**src/rtl/mux_pkg.sv**
```systemverilog
// Shared constants for the N-way selector family.
package mux_pkg;

  localparam logic MODE_ENC = 1'b0;
  localparam logic MODE_PRI = 1'b1;

  // Every bit of a reset/flushed data word takes this value.
  localparam logic RESET_BIT = 1'b0;

endpackage

```
**src/rtl/mux_n.sv**
```systemverilog
// Combinational N-way selector: encoded select or lowest-index priority request.
module mux_n
  import mux_pkg::*;
#(
  parameter int WIDTH = 32,
  parameter int NUM_IN = 4,
  localparam int SEL_W = $clog2(NUM_IN)
) (
  input  logic [NUM_IN*WIDTH-1:0] in_data,
  input  logic                    mode,
  input  logic [SEL_W-1:0]        sel,
  input  logic [NUM_IN-1:0]       req,
  output logic [WIDTH-1:0]        data,
  output logic [SEL_W-1:0]        idx,
  output logic                    miss
);

  logic [WIDTH-1:0] words [NUM_IN];

  generate
    for (genvar gi = 0; gi < NUM_IN; gi++) begin : g_slice
      assign words[gi] = in_data[gi*WIDTH +: WIDTH];
    end
  endgenerate

  always_comb begin
    idx  = '0;
    miss = 1'b0;
    if (mode == MODE_ENC) begin
      // Out-of-range codes only exist when NUM_IN is not a power of two.
      if (32'(sel) < NUM_IN) begin
        idx = sel;
      end else begin
        miss = 1'b1;
      end
    end else begin
      miss = ~|req;
      // Scan downward so the lowest requesting index is the last one written.
      for (int i = NUM_IN - 1; i >= 0; i--) begin
        if (req[i]) begin
          idx = SEL_W'(i);
        end
      end
    end
  end

  assign data = words[idx];

endmodule

```
**src/rtl/mux_n_reg.sv**
```systemverilog
// Pipeline-stage register around mux_n with stall hold, flush bubble and a
// saturating held-cycle counter.
module mux_n_reg
  import mux_pkg::*;
#(
  parameter int WIDTH = 32,
  parameter int NUM_IN = 4,
  parameter int CNT_W = 8,
  localparam int SEL_W = $clog2(NUM_IN)
) (
  input  logic                    clk,
  input  logic                    reset,
  input  logic [NUM_IN*WIDTH-1:0] in_data,
  input  logic [SEL_W-1:0]        sel,
  input  logic [NUM_IN-1:0]       req,
  input  logic                    mode,
  input  logic                    in_valid,
  input  logic                    en,
  input  logic                    flush,
  output logic [WIDTH-1:0]        out_data,
  output logic [SEL_W-1:0]        out_idx,
  output logic                    out_valid,
  output logic                    out_miss,
  output logic [CNT_W-1:0]        stall_cnt
);

  logic [WIDTH-1:0] sel_data;
  logic [SEL_W-1:0] sel_idx;
  logic             sel_miss;

  mux_n #(
    .WIDTH (WIDTH),
    .NUM_IN(NUM_IN)
  ) u_mux (
    .in_data(in_data),
    .mode   (mode),
    .sel    (sel),
    .req    (req),
    .data   (sel_data),
    .idx    (sel_idx),
    .miss   (sel_miss)
  );

  logic [WIDTH-1:0] data_reg, data_next;
  logic [SEL_W-1:0] idx_reg, idx_next;
  logic             valid_reg, valid_next;
  logic             miss_reg, miss_next;
  logic [CNT_W-1:0] cnt_reg, cnt_next;

  always_comb begin
    data_next  = data_reg;
    idx_next   = idx_reg;
    valid_next = valid_reg;
    miss_next  = miss_reg;
    cnt_next   = cnt_reg;
    if (flush) begin
      data_next  = {WIDTH{RESET_BIT}};
      idx_next   = '0;
      valid_next = 1'b0;
      miss_next  = 1'b0;
      cnt_next   = '0;
    end else if (en) begin
      // Data is captured even for bubbles; out_valid only tags it.
      data_next  = sel_data;
      idx_next   = sel_idx;
      valid_next = in_valid;
      miss_next  = sel_miss;
      cnt_next   = '0;
    end else if (cnt_reg != {CNT_W{1'b1}}) begin
      cnt_next = cnt_reg + 1'b1;
    end
  end

  always_ff @(posedge clk) begin
    if (reset) begin
      data_reg  <= {WIDTH{RESET_BIT}};
      idx_reg   <= '0;
      valid_reg <= 1'b0;
      miss_reg  <= 1'b0;
      cnt_reg   <= '0;
    end else begin
      data_reg  <= data_next;
      idx_reg   <= idx_next;
      valid_reg <= valid_next;
      miss_reg  <= miss_next;
      cnt_reg   <= cnt_next;
    end
  end

  assign out_data  = data_reg;
  assign out_idx   = idx_reg;
  assign out_valid = valid_reg;
  assign out_miss  = miss_reg;
  assign stall_cnt = cnt_reg;

endmodule

```
**config.mk**
```make
export PLATFORM = sky130hd
export DESIGN_NAME = mux_n_reg
export DESIGN_NICKNAME = d
export VERILOG_FILES = /design/src/rtl/mux_pkg.sv /design/src/rtl/mux_n.sv /design/src/rtl/mux_n_reg.sv
export SDC_FILE = /design/constraint.sdc
export NUM_CORES = 1
export LEC_CHECK = 0
export CAP_MARGIN = 40
export CORE_ASPECT_RATIO = 0.7
export CORE_UTILIZATION = 36
export CTS_CLUSTER_SIZE = 24
export DETAILED_ROUTE_END_ITERATION = 7
export GPL_TIMING_DRIVEN = 0
export HOLD_SLACK_MARGIN = 0.02
export PLACE_DENSITY = 0.95
export SYNTH_ARGS = -nofsm -noshare
export SYNTH_HDL_FRONTEND = slang
export SYNTH_SLANG_ARGS = --single-unit
```
**constraint.sdc**
```tcl
create_clock -name clk -period 4.2 [get_ports clk]
set_clock_uncertainty 0.1 [all_clocks]
set_input_delay 0.84 -clock clk [delete_from_list [all_inputs] [get_ports clk]]
set_output_delay 0.84 -clock clk [all_outputs]
set_load 0.01 [all_outputs]
```
==> reports/qor.yml <==
worst_setup_path:
  r2r-start: "stall_cnt[0]$_SDFFE_PP0P_"
  r2r-end: "stall_cnt[0]$_SDFFE_PP0P_"
  regToRegSetupSlack_ns: 2.54
  path_class: "primary input to flop"
  worst_setup_path_end_kind: "flop"
  critPathLaunchType: "primary input"
  crit_arrival_ns: 2.78
  cp_max_fo: 10
  required_ns: 4.23
  reg2reg_depth: 5
synth:
  syn_avg_cell_area_sq_um: 9.53
  synth_fp_nets: 390
  yosysSeqAreaShare: 0.371
  async_flop_share: 0
  yosysWarnings: 0
  yosysUniqueCellTypes: 32
  synth_seq_cells: 44
  synthCells: 249
  synth-main-ff-cell: "dfxtp_1"
  synth_area_sq_mm: 0.00237
  synth-edff-count: 0
power_and_ir_drop:
  seq_power_share: 0.400
  swShare: 0.235
  leakagePower_nw: 1.77
  p_int_mw: 0.848
  ir_drop_mv: 0.167
  power_density_mw_per_mm2: 250
  p_clk_frac: 0.318
  switchingPower_mw: 0.261
  p_comb_frac: 0.282
  total_power_mw: 1.11
placed_design:
  port_buffers: 183
  dpl-instance-area_sq_mm: 0.00430
  place_congestion: 0.761
  hpwl_microns: 6980
  place_inst: 510
sta:
  relSlewSlack: 0.639
  max_freq_mhz: 364
  finalHoldViolCount: 0
  finalSetupViolCount: 0
  worst_slew_pin_slew_ns: 0.542
  rsz0062_at_grt: "false"
  finalSetupTns_ns: 0
  fin_crit_ns: 2.75
  slew_violations: 0
  period_share: 0.654
floorplanning:
  start_util: 0.376
  die_w_microns: 99.1
  ioPinCount: 184
  core_area_sq_mm: 0.00631
  die_area_sq_mm: 0.00693
  rows: 24
  die_h_microns: 69.9
global_route:
  grt_pass1_wl_microns: 13600
  grt_pass1_vias: 2836
  grt_max_degree: 14
  grt_usage: 0.249
  antenna_found_initial: 0
  grt_overflow: 0
run_status:
  status: "completed"
route:
  drc: 0
  drt_iter0_drc: 67
  dr.pass1.iters: 4
  routed_via_density: 5.19
  routed_wl_microns: 8560
  dr_total_vias: 2690
  avgRoutedWirePerCell_microns: 16.5
  ant_nets: 0
final_layout:
  final_common_cell: "clkdlybuf4s50_1"
  drive_above_1_share: 0.0364
  fin_area_sq_mm: 0.00443
  most-common-layout-cells: "183 x clkdlybuf4s50_1, 65 x mux2i_1, 44 x dfxtp_1, 34 x nand2_1, 32 x o221ai_1"
  instances_no_fill: 518
  finalNetCount: 580
  antenna_cells_inserted: 0
  area_growth_pct: 86.6
clocking:
  postCtsHoldBufs: 0
  clk_pin_slew_ns: 0.09
  cts_buffers: 5
  postCtsSetupBuffers: 0
  clockRootBuffer: "clkbuf_8"
  cts_tree: "built"
  cts_resized: 0
  clk_latency_ns: 0.29
  cts_buffer_depth: 2
  h-tree-depth: 2
  cts.sinks: 44
min_path:
  hold_class: "flop to flop"
  min_from: "out_data[16]$_SDFFE_PP0P_"
  min_to: "out_data[16]$_SDFFE_PP0P_"
  whs_path_depth: 2
run:
  max_cap_violations: 0
-- worst max-delay path, stage by stage --
cell	delay, ns
clkdlybuf4s50_1	0.44
or2_1	0.24
a31oi_1	0.33
nand3b_1	0.26
clkbuf_1	0.46
o221ai_1	0.21
-- state kept, by name, summed over array words and instances (netlist names) --
| signal | count |
|---|---|
| stall_cnt | 8 |
| out_valid | 1 |
| out_idx | 2 |
| out_miss | 1 |
| out_data | 32 |
-- power groups by stage --
stage               combinational [mW]  clock, mW  sequential [mW]
floorplan                        0.114          0            0.460
CTS                              0.316      0.361            0.444
global placement                 0.307          0            0.452
finish                           0.313      0.352            0.444
global route                     0.335      0.378            0.445
detailed placement               0.315          0            0.453
-- kinds of logic (layout without fill, tap and decap cells) --
group                    after synthesis  after routing  share of synthesized area
buffers and inverters                 20            211                     0.0511
AND/OR/NAND/NOR                       70             70                      0.129
AO/OA/AOI/OAI                         46             46                      0.159
adder cells (fa/ha/maj)                1              1                    0.00527
XOR/XNOR                               3              3                     0.0111
multiplexers                          65             65                      0.274
flip-flops                            44             44                      0.371
-- per-layer routing --
layer,wire [microns],part of all wire,GRT usage,vias up
met5,0,0,0,-
met4,121,0.014,0.0654,0
met3,652,0.076,0.0611,10
met2,4300,0.50,0.472,139
met1,3500,0.41,0.276,1222
li1,-,-,-,1319
-- through the flow --
step,worst slack (ns),hold WS [ns],utilization
after floorplan,2.07,0.389,-
after global placement,1.23,0.343,0.682
after detailed placement,1.14,0.353,0.682
after CTS,1.44,0.376,0.702
after global routing,1.25,0.405,0.702
final,1.45,0.372,0.702
-- cell type report --
type                            instances  area [sq um]
Fill cell                             499          1880
Timing Repair Buffer                  183          1830
Multi-Input combinational cell        185          1370
Sequential cell                        44           881
Buffer                                 18           114
Tap cell                               78          97.6
Clock buffer                            7          96.3
Clock inverter                          1          30.0
Inverter                                2          7.51
-- worst max path at each step --
stage / start / to / slack, ns / cells past startpoint
5_1_grt: req[3] / out_data[9]$_SDFFE_PP0P_ / 1.25 / 6
2_1_floorplan: req[3] / out_data[9]$_SDFFE_PP0P_ / 2.07 / 5
3_5_place_dp: req[3] / out_data[5]$_SDFFE_PP0P_ / 1.14 / 6
3_3_place_gp: req[3] / out_data[5]$_SDFFE_PP0P_ / 1.23 / 6
4_1_cts: req[3] / out_data[5]$_SDFFE_PP0P_ / 1.44 / 6
6_report: req[3] / out_data[5]$_SDFFE_PP0P_ / 1.45 / 6
-- synthesized netlist by cell type, types with 3 or more instances --
cell / instances / area (sq um)
o221ai_1: 32 / 280
mux2i_1: 65 / 651
xor2_1: 3 / 26.3
nor2b_1: 3 / 18.8
nand3_1: 4 / 20.0
buf_6: 6 / 67.6
dfxtp_1: 44 / 881
a211oi_1: 3 / 22.5
nand2_1: 34 / 128
nor2_1: 17 / 63.8
clkbuf_1: 11 / 41.3
Note: power is estimated with default switching activity, not from simulation.
